## src/rtl/reg_cmd_pkg.sv

```systemverilog
// Shared definitions for the register-block command initiator:
// opcodes, header/status layout and FSM state encoding.
package reg_cmd_pkg;

  localparam logic [3:0] OP_WRITE = 4'd1;
  localparam logic [3:0] OP_READ  = 4'd2;

  localparam int OP_LSB   = 28;
  localparam int CNT_LSB  = 16;
  localparam int BAD_BIT  = 1;
  localparam int ILL_BIT  = 0;

  localparam logic [3:0] S_IDLE  = 4'd0;
  localparam logic [3:0] S_DEC   = 4'd1;
  localparam logic [3:0] S_SEL   = 4'd2;
  localparam logic [3:0] S_CHK   = 4'd3;
  localparam logic [3:0] S_WDAT  = 4'd4;
  localparam logic [3:0] S_WSTB  = 4'd5;
  localparam logic [3:0] S_RD    = 4'd6;
  localparam logic [3:0] S_RCAP  = 4'd7;
  localparam logic [3:0] S_RHOLD = 4'd8;
  localparam logic [3:0] S_NEXT  = 4'd9;
  localparam logic [3:0] S_STAT  = 4'd10;

  function automatic logic [31:0] status_word(
    input logic [3:0]  op,
    input logic [11:0] done,
    input logic        bad,
    input logic        ill
  );
    return {op, done, 14'b0, bad, ill};
  endfunction

endpackage

```

## src/rtl/reg_cmd_initiator.sv

```systemverilog
// Decodes link command words into register-block read/write bursts
// and returns read data plus a status trailer on the response stream.
module reg_cmd_initiator
  import reg_cmd_pkg::*;
#(
  parameter int CNT_W  = 12,
  parameter int ADDR_W = 16
) (
  input  logic        clk,
  input  logic        reset_n,
  input  logic [31:0] cmd_data,
  input  logic        cmd_valid,
  output logic        cmd_ready,
  output logic [31:0] rsp_data,
  output logic        rsp_valid,
  input  logic        rsp_ready,
  output logic [31:0] rx_data,
  output logic        reg_num_le,
  output logic        wr_en,
  output logic        rd_en,
  input  logic [31:0] tx_data,
  input  logic        illegal_reg_num
);

  logic [3:0]        state;
  logic [3:0]        op_q;
  logic [CNT_W-1:0]  cnt_q;
  logic [CNT_W-1:0]  done_q;
  logic [ADDR_W-1:0] addr_q;
  logic              ill_q;
  logic              ill_seen;
  logic              bad_op;

  logic [CNT_W-1:0]  done_inc;
  logic [ADDR_W-1:0] addr_inc;
  logic              is_bad;

  assign done_inc = done_q + CNT_W'(1);
  assign addr_inc = addr_q + ADDR_W'(1);
  assign is_bad   = (op_q != OP_WRITE) && (op_q != OP_READ);

  always_ff @(posedge clk or negedge reset_n) begin
    if (!reset_n) begin
      state      <= S_IDLE;
      op_q       <= '0;
      cnt_q      <= '0;
      done_q     <= '0;
      addr_q     <= '0;
      ill_q      <= 1'b0;
      ill_seen   <= 1'b0;
      bad_op     <= 1'b0;
      cmd_ready  <= 1'b0;
      rsp_data   <= '0;
      rsp_valid  <= 1'b0;
      rx_data    <= '0;
      reg_num_le <= 1'b0;
      wr_en      <= 1'b0;
      rd_en      <= 1'b0;
    end else begin
      reg_num_le <= 1'b0;
      wr_en      <= 1'b0;
      rd_en      <= 1'b0;
      unique case (state)
        S_IDLE: begin
          cmd_ready <= 1'b1;
          if (cmd_valid && cmd_ready) begin
            cmd_ready <= 1'b0;
            op_q      <= cmd_data[OP_LSB +: 4];
            cnt_q     <= cmd_data[CNT_LSB +: CNT_W];
            addr_q    <= cmd_data[ADDR_W-1:0];
            done_q    <= '0;
            ill_q     <= 1'b0;
            ill_seen  <= 1'b0;
            bad_op    <= 1'b0;
            state     <= S_DEC;
          end
        end
        S_DEC: begin
          if (is_bad) begin
            bad_op    <= 1'b1;
            rsp_data  <= status_word(op_q, 12'(done_q),
                                     1'b1, 1'b0);
            rsp_valid <= 1'b1;
            state     <= S_STAT;
          end else if (cnt_q == '0) begin
            rsp_data  <= status_word(op_q, 12'(done_q),
                                     1'b0, 1'b0);
            rsp_valid <= 1'b1;
            state     <= S_STAT;
          end else begin
            rx_data    <= 32'(addr_q);
            reg_num_le <= 1'b1;
            state      <= S_SEL;
          end
        end
        S_SEL: state <= S_CHK;
        // The flag reflects the register latched in SEL.
        S_CHK: begin
          ill_q <= illegal_reg_num;
          if (op_q == OP_WRITE) begin
            cmd_ready <= 1'b1;
            state     <= S_WDAT;
          end else begin
            rd_en <= !illegal_reg_num;
            state <= S_RD;
          end
        end
        S_WDAT: begin
          if (cmd_valid && cmd_ready) begin
            rx_data   <= cmd_data;
            cmd_ready <= 1'b0;
            wr_en     <= !ill_q;
            ill_seen  <= ill_seen | ill_q;
            state     <= S_WSTB;
          end
        end
        S_WSTB: state <= S_NEXT;
        S_RD:   state <= S_RCAP;
        S_RCAP: begin
          rsp_data  <= ill_q ? '0 : tx_data;
          rsp_valid <= 1'b1;
          ill_seen  <= ill_seen | ill_q;
          state     <= S_RHOLD;
        end
        S_RHOLD: begin
          if (rsp_ready) begin
            rsp_valid <= 1'b0;
            state     <= S_NEXT;
          end
        end
        S_NEXT: begin
          addr_q <= addr_inc;
          done_q <= done_inc;
          if (done_inc == cnt_q) begin
            rsp_data  <= status_word(op_q, 12'(done_inc),
                                     bad_op, ill_seen);
            rsp_valid <= 1'b1;
            state     <= S_STAT;
          end else begin
            rx_data    <= 32'(addr_inc);
            reg_num_le <= 1'b1;
            state      <= S_SEL;
          end
        end
        S_STAT: begin
          if (rsp_ready) begin
            rsp_valid <= 1'b0;
            cmd_ready <= 1'b1;
            state     <= S_IDLE;
          end
        end
        default: state <= S_IDLE;
      endcase
    end
  end

endmodule

```

## config.mk

```make
export PLATFORM = sky130hd
export DESIGN_NAME = reg_cmd_initiator
export DESIGN_NICKNAME = d
export VERILOG_FILES = /design/src/rtl/reg_cmd_pkg.sv /design/src/rtl/reg_cmd_initiator.sv
export SDC_FILE = /design/constraint.sdc
export NUM_CORES = 1
export LEC_CHECK = 0
export ABC_AREA = 1
export CORE_MARGIN = 3
export CORE_UTILIZATION = 25
export CTS_CLUSTER_SIZE = 30
export DETAILED_ROUTE_END_ITERATION = 6
export PLACE_DENSITY_LB_ADDON = 0.05
export RECOVER_POWER = 50
export SLEW_MARGIN = 20
export SYNTH_ARGS = -nofsm -noshare
export SYNTH_HDL_FRONTEND = slang
export SYNTH_SLANG_ARGS = --single-unit
```

## constraint.sdc

```tcl
create_clock -name clk -period 2.35 [get_ports clk]
set_input_delay 0.3525 -clock clk [delete_from_list [all_inputs] [get_ports clk]]
set_output_delay 0.3525 -clock clk [all_outputs]
set_load 0.02 [all_outputs]
```

# Yosys cells after proc, flatten, opt, wreduce, memory -nomap -nowiden

Cells that the tools add are included.

Logic and storage cells: 115
Bits in registers: 120

Add/sub/neg operators: 2
Bitwise gates (word level): 1
Mux-type cells: 46
Reduce and logical (&&, ||, !) cells: 25
Equality and inequality tests: 26

Operators with widths:

| cell                                                             | count |
|---|---|
| 32-bit 2-to-1 mux                                                | 8 |
| 32-bit one-hot mux with 3 select lines                           | 2 |
| 4-bit one-hot mux with 11 select lines                           | 1 |
| 16-bit one-hot mux with 2 select lines                           | 1 |
| 4-bit 2-to-1 mux                                                 | 7 |
| 12-bit one-hot mux with 2 select lines                           | 1 |
| 2-bit != test (second input constant)                            | 10 |
| 1-bit 2-to-1 mux                                                 | 17 |
| 16-bit by 1-bit adder with 16-bit output (second input constant) | 1 |
| 4-bit by 3-bit == test with 1-bit output (second input constant) | 4 |
| 16-bit 2-to-1 mux                                                | 1 |
| 12-bit by 1-bit adder with 12-bit output (second input constant) | 1 |
| 12-bit == test                                                   | 1 |
| 4-bit == test (second input constant)                            | 3 |
| 12-bit logical NOT                                               | 1 |
| 12-bit 2-to-1 mux                                                | 1 |
| 4-bit AND reduction                                              | 3 |
| 3-bit AND reduction                                              | 3 |
| 3-bit nonzero test                                               | 3 |
| 4-bit by 1-bit == test with 1-bit output (second input constant) | 2 |
| 4-bit by 2-bit == test with 1-bit output (second input constant) | 2 |
| 1-bit one-hot mux with 4 select lines                            | 2 |
| 4-bit nonzero test                                               | 2 |
| 1-bit one-hot mux with 2 select lines                            | 3 |
| 14 further kinds                                                 | 20 |

# Logic depth before layout (Yosys ltp)

Gate-level depths: netlist of the first run.

Depth in word-level cells: 4
Depth in mapped cells: 17
Gate-level depth less buffers: 16

# Worst setup path after synthesis of the first run

Ideal clock, no wire load.

Kind: reg-to-reg
Start point: register done_q[0]
End point: register rx_data[19]
Path buffers: 2
Arrival time: 1.875 ns
Slack: 0.355 ns
Cell stages (with the launch flop): 16
Setup time: 0.121 ns
Period minus slack after synthesis: 1.995 ns
Path through: dfrtp_1 -> ha_1 -> nand2_1 -> inv_1 -> nand2_1 -> nand3_1 -> nand2_1 -> nand2_1 -> inv_1 -> nand2_1 -> nor2_2 -> nand4_4 -> nand2_2 -> buf_6 -> buf_4 -> o21ai_1

Longest elaborated chain between the ends: 4

RTL lines:

| item                                     | RTL line                 | RTL |
|---|---|---|
| from (decl)                              | reg_cmd_initiator.sv:28  | `logic [CNT_W-1:0] done_q;` |
| from (signal assigned)                   | reg_cmd_initiator.sv:133 | `done_q <= done_inc;` |
| 12-bit by 1-bit adder with 12-bit output | reg_cmd_initiator.sv:38  | `assign done_inc = done_q + CNT_W'(1);` |
| 12-bit == test                           | reg_cmd_initiator.sv:134 | `if (done_inc == cnt_q) begin` |
| 2-bit != test (no source line)           | -                        |  |
| 5-bit AND reduction (no source line)     | -                        |  |
| to (signal assigned)                     | reg_cmd_initiator.sv:91  | `rx_data <= 32'(addr_q);` |
| to (signal assigned)                     | reg_cmd_initiator.sv:110 | `rx_data <= cmd_data;` |
| to (signal assigned)                     | reg_cmd_initiator.sv:140 | `rx_data <= 32'(addr_inc);` |
| to (decl)                                | reg_cmd_initiator.sv:17  | `output logic [31:0] rx_data,` |

No other way between the ends.
A chain may end at the register's enable or synchronous reset.

# Worst setup path after layout of the first run

Start point: register done_q[1]
End point: register rsp_data[22]

Longest elaborated chain between the ends: 4
Elaborated cells between the ends (all ways): 6
Those cells by class: add/sub (1); eq/ne (2); mux (2); reduce/logical (1)

RTL lines:

| item                                         | RTL line                 | RTL |
|---|---|---|
| 12-bit by 1-bit adder with 12-bit output (*) | reg_cmd_initiator.sv:38  |  |
| 12-bit == test                               | reg_cmd_initiator.sv:134 |  |
| 2-bit != test (no source line)               | -                        |  |
| 3-bit AND reduction (no source line)         | -                        |  |
| to (signal assigned)                         | reg_cmd_initiator.sv:81  | `rsp_data <= status_word(op_q, 12'(done_q),` |
| to (signal assigned)                         | reg_cmd_initiator.sv:120 | `rsp_data <= ill_q ? '0 : tx_data;` |
| to (signal assigned)                         | reg_cmd_initiator.sv:135 | `rsp_data <= status_word(op_q, 12'(done_inc),` |
| to (decl)                                    | reg_cmd_initiator.sv:14  | `output logic [31:0] rsp_data,` |

Mark *: on every way between the ends. The rest lies on a longest branch, timed or not. The select of a mux whose other input is x is not followed.

==> impl_results.md, run 1 <==
* Mapped cell area at approximately 6200 um2
* FP Rows at between 50 and 60
* I/O Buffers at approximately 140
* Register area share after synthesis at between 40% and 50%
* Most used DFF post-synth: dfrtp_1
* Post-synthesis register bit count at 120
* Yosys cell types at 35
* Clock sink total at 120
* Worst-Margin Slew at around 1.2 ns
* Worst Path Max Fanout at 30
* First-pass GRT wire length at between 30000 and 40000 um
* GP Congestion at 0.853
* R2r endpoint: rsp_data[22]$_DFFE_PN0P_
* Worst-path clk slew at roughly 0.06 ns
* Final Max Tran Viols at 0
* Num CTS Buffers at 17
* Critical Path End Type: flip-flop
* Critical Setup Path Class: reg2reg
* Fraction of layout instances using a drive strength above 1 at under 10%
* M3 GR Usage at under 10%
* DRT Pass-1 Iters at 5
* Synth Instances at 813
* DP Area at between 8000 and 9000 um2
* Initial drt markers at 302
* Num ports at between 100 and 150
* WP data required at ~2.7 ns
* Max Freq at about 470 MHz
* Setup crit end: rsp_data[22]$_DFFE_PN0P_
* Vias at ~6000
* Chip Height at 163 um
* Hold Violations, Final at 0
* Busiest grt layer: met2
* Reg2reg path depth at 15
* RR Startpoint: done_q[1]$_DFFE_PN0P_
* Post-Place Cells at about 1300
* Number of enable flip-flop cells after synthesis at 0
* CP startpoint kind: flip-flop
* Status: finished clean
* TritonCTS clock tree: done
* DP HPWL at roughly 15000 um
* RSZ-0062 raised after global routing: no
* PwrDens at ~1400 nW/um2
* Critical path's most frequent cell: nand2_1
* Async S/R FF share, synth at between 90% and 100%
* Mean post-synth cell area at around 7.6 um2
* Htree depth at 4
* Final nets at just over 1000
* Area Overhead vs Synth at 39.3%
* Clock buffer depth at 2
* Post-route cell area at between 8000 and 9000 um2
* Final setup violation count at 0
* GR Util met2 at 25.2%
* Initial cell density of the core at 25.9%
* Vias per inst at 4.61
* Post-route ant nets at 0
* Critical-path top delay cell: dfrtp_1
* Die W at roughly 160 um
* Flop-to-flop setup slack at ~0.21 ns
* Start point of the critical path: done_q[1]$_DFFE_PN0P_
* Arrival @ worst endpoint at 2.45 ns
* VDD IR-drop max at between 0.5 and 0.6 mV
* Cells along the critical path: ha_1, nand3_2, nor2_2, nand2_1, nand2_1, nand2_1, nand2_1, nand2_1, nor2_4, nand3_1, nand2_1, nand3_2, buf_12, nand2_1, nand2_1
* Finished Layout Cells at 1295
* Pin count of the biggest net entering global routing at 71
* Pleak at 3.93 nW
* Final setup margin at about 0.21 ns
* Clk_skew at 0.0149 ns
* Total gr overflow at 0
* Max_cap viols at 0
* Hold/Removal Path Class: in2async
* Die ar. at ~27000 um2
* Yosys warnings at 0
* Initial antenna violation count at 0
* Root Buffer: clkbuf_16
* Crit path time final at approximately 2.1 ns
* Core Region at between 20000 and 25000 um2
* Total power at 11.7 mW
* WL per Instance at between 15 and 20 um
* Post CTS Setup Buffer Count at 0
* Clk Latency, worst-skew pair at 0.43 ns
* M1 GR Usage at a little over a fifth
* Fin crit share at roughly nine tenths
* DR DRC count at 0
* Synthesized netlist net count at slightly below 900
* Relative slew slack at about 23%
* # diodes at 0
* Vias in the first global route at about 6000
* Fin Setup TNS at 0 ns
* CP max stage delay at 0.35 ns
* Post-Route WL at ~21000 um
* Gr usage total at between 10% and 20%
* Dpl ws at 0.113 ns
==> through the flow <==
| step | utilization [%] | hold slack, ns |
|---|---|---|
| 2_1_floorplan | - | 0.0569 |
| 3_5_place_dp | 33.7 | 0.194 |
| 5_1_grt | 36.2 | 0.417 |
| 4_1_cts | 36.3 | 0.280 |
| 3_3_place_gp | 33.7 | 0.194 |
| 6_report | 36.2 | 0.379 |
==> critical path: cells and delay by family (launching register included) <==
kind	cells	cell delay, ns
fa+ha+maj	1	0.23
simple gates	13	1.26
flops	1	0.35
buf+inv	1	0.18
==> power by group <==
group          switching, mW  internal (mW)  total (mW)
combinational           3.21           2.13        5.33
sequential             0.671           2.96        3.64
clock                   1.04           1.71        2.75
==> routing by layer <==
metal	wire, um	up-vias	part of all wire [%]
met4	218	0	1.0
met2	9570	139	46
met3	853	14	4.1
li1	-	2999	-
met5	0	-	0
met1	10100	2813	49
==> cell type report <==
cell class | count | area [um2]
clock buffers | 19 | 443
clock inverters | 13 | 170
fillers | 2533 | 15300
inverters | 63 | 236
multi-input cells | 597 | 2800
flip-flops and latches | 120 | 3000
well taps | 319 | 399
repair buffers | 164 | 1590
==> kinds of logic after synthesis <==
kind of cell	Yosys count	synth area share, %
compound gates	139	12.9
fa+ha+maj	2	0.404
buf+inv	96	6.64
simple gates	455	31.5
flops	120	48.4
xor+xnor	1	0.141
==> worst min path at each step <==
stage	startpoint	endpoint	slack (ns)	cells after the start
final	reset_n	rsp_data[9]$_DFFE_PN0P_	0.38	2
after detailed placement	reset_n	rsp_data[9]$_DFFE_PN0P_	0.19	1
after floorplan	reset_n	addr_q[0]$_DFFE_PN0P_	0.06	0
after CTS	reset_n	rsp_data[9]$_DFFE_PN0P_	0.28	2
after global placement	reset_n	rsp_data[9]$_DFFE_PN0P_	0.19	1
after global routing	reset_n	rsp_data[9]$_DFFE_PN0P_	0.42	2
==> repair_timing <==
action	in CTS	in global routing
setup endpoints to repair	0	37
hold endpoints to repair	6	0
hold buffers	1	0
resized for setup	0	5
==> sequential cells by signal, summed over array words and instances, names as in the netlist <==
| register | flops |
|---|---|
| cmd_ready | 1 |
| reg_num_le | 1 |
| op_q | 4 |
| rd_en | 1 |
| bad_op | 1 |
| rsp_valid | 1 |
| rx_data | 32 |
| wr_en | 1 |
| state | 4 |
| done_q | 12 |
| rsp_data | 32 |
| addr_q | 16 |
| ill_q | 1 |
| cnt_q | 12 |
| ill_seen | 1 |
==> synthesized netlist by cell type, types with 2 or more instances <==
cell	count	area, um2
nor4_1	2	12.5
and2_1	2	12.5
nor2_1	43	161
buf_6	4	45.0
a221oi_1	4	35.0
nand2_1	299	1120
o21ai_0	69	345
a31oi_1	3	18.8
a22oi_1	6	45.0
nand4_1	24	150
a21oi_1	20	100
nand3_1	57	285
nor3_1	8	40.0
buf_4	3	22.5
nand2_2	2	12.5
buf_2	8	40.0
nor2_4	4	45.0
inv_2	3	11.3
or2_2	4	25.0
nand3b_1	3	22.5
o211ai_1	17	128
o21ai_1	15	75.1
nor2_2	5	31.3
ha_1	2	25.0
a211oi_1	2	15.0
clkbuf_1	18	67.6
dfrtp_1	120	3000
inv_1	59	221
==> layout by cell type (no fill, tap or decap), drive strengths merged <==
cell type	n
buf	22
nand4	25
dlygate4sd3	10
nand3b	3
nor4	2
clkinv	8
a311oi	1
clkbuf	24
o21ai	84
a22oi	6
xor2	1
dfrtp	120
or2	4
and2	2
nand2	301
o211ai	17
nand3	58
a41oi	1
a211oi	3
bufinv	3
clkdlybuf4s50	127
a221oi	4
nor2	52
a21oi	20
a31oi	3
nor3	8
inv	65
ha	2
Power figures use the tool's default switching activity.
==> run 2, diff against run 1 <==
--- a/config.mk
+++ b/config.mk
@@ -12,7 +12,6 @@
 export DETAILED_ROUTE_END_ITERATION = 6
 export PLACE_DENSITY_LB_ADDON = 0.05
 export RECOVER_POWER = 50
-export SLEW_MARGIN = 20
 export SYNTH_ARGS = -nofsm -noshare
 export SYNTH_HDL_FRONTEND = slang
 export SYNTH_SLANG_ARGS = --single-unit
==> results of run 2 <==
No change in the layout: final DEF, timing and power equal those of run 1.
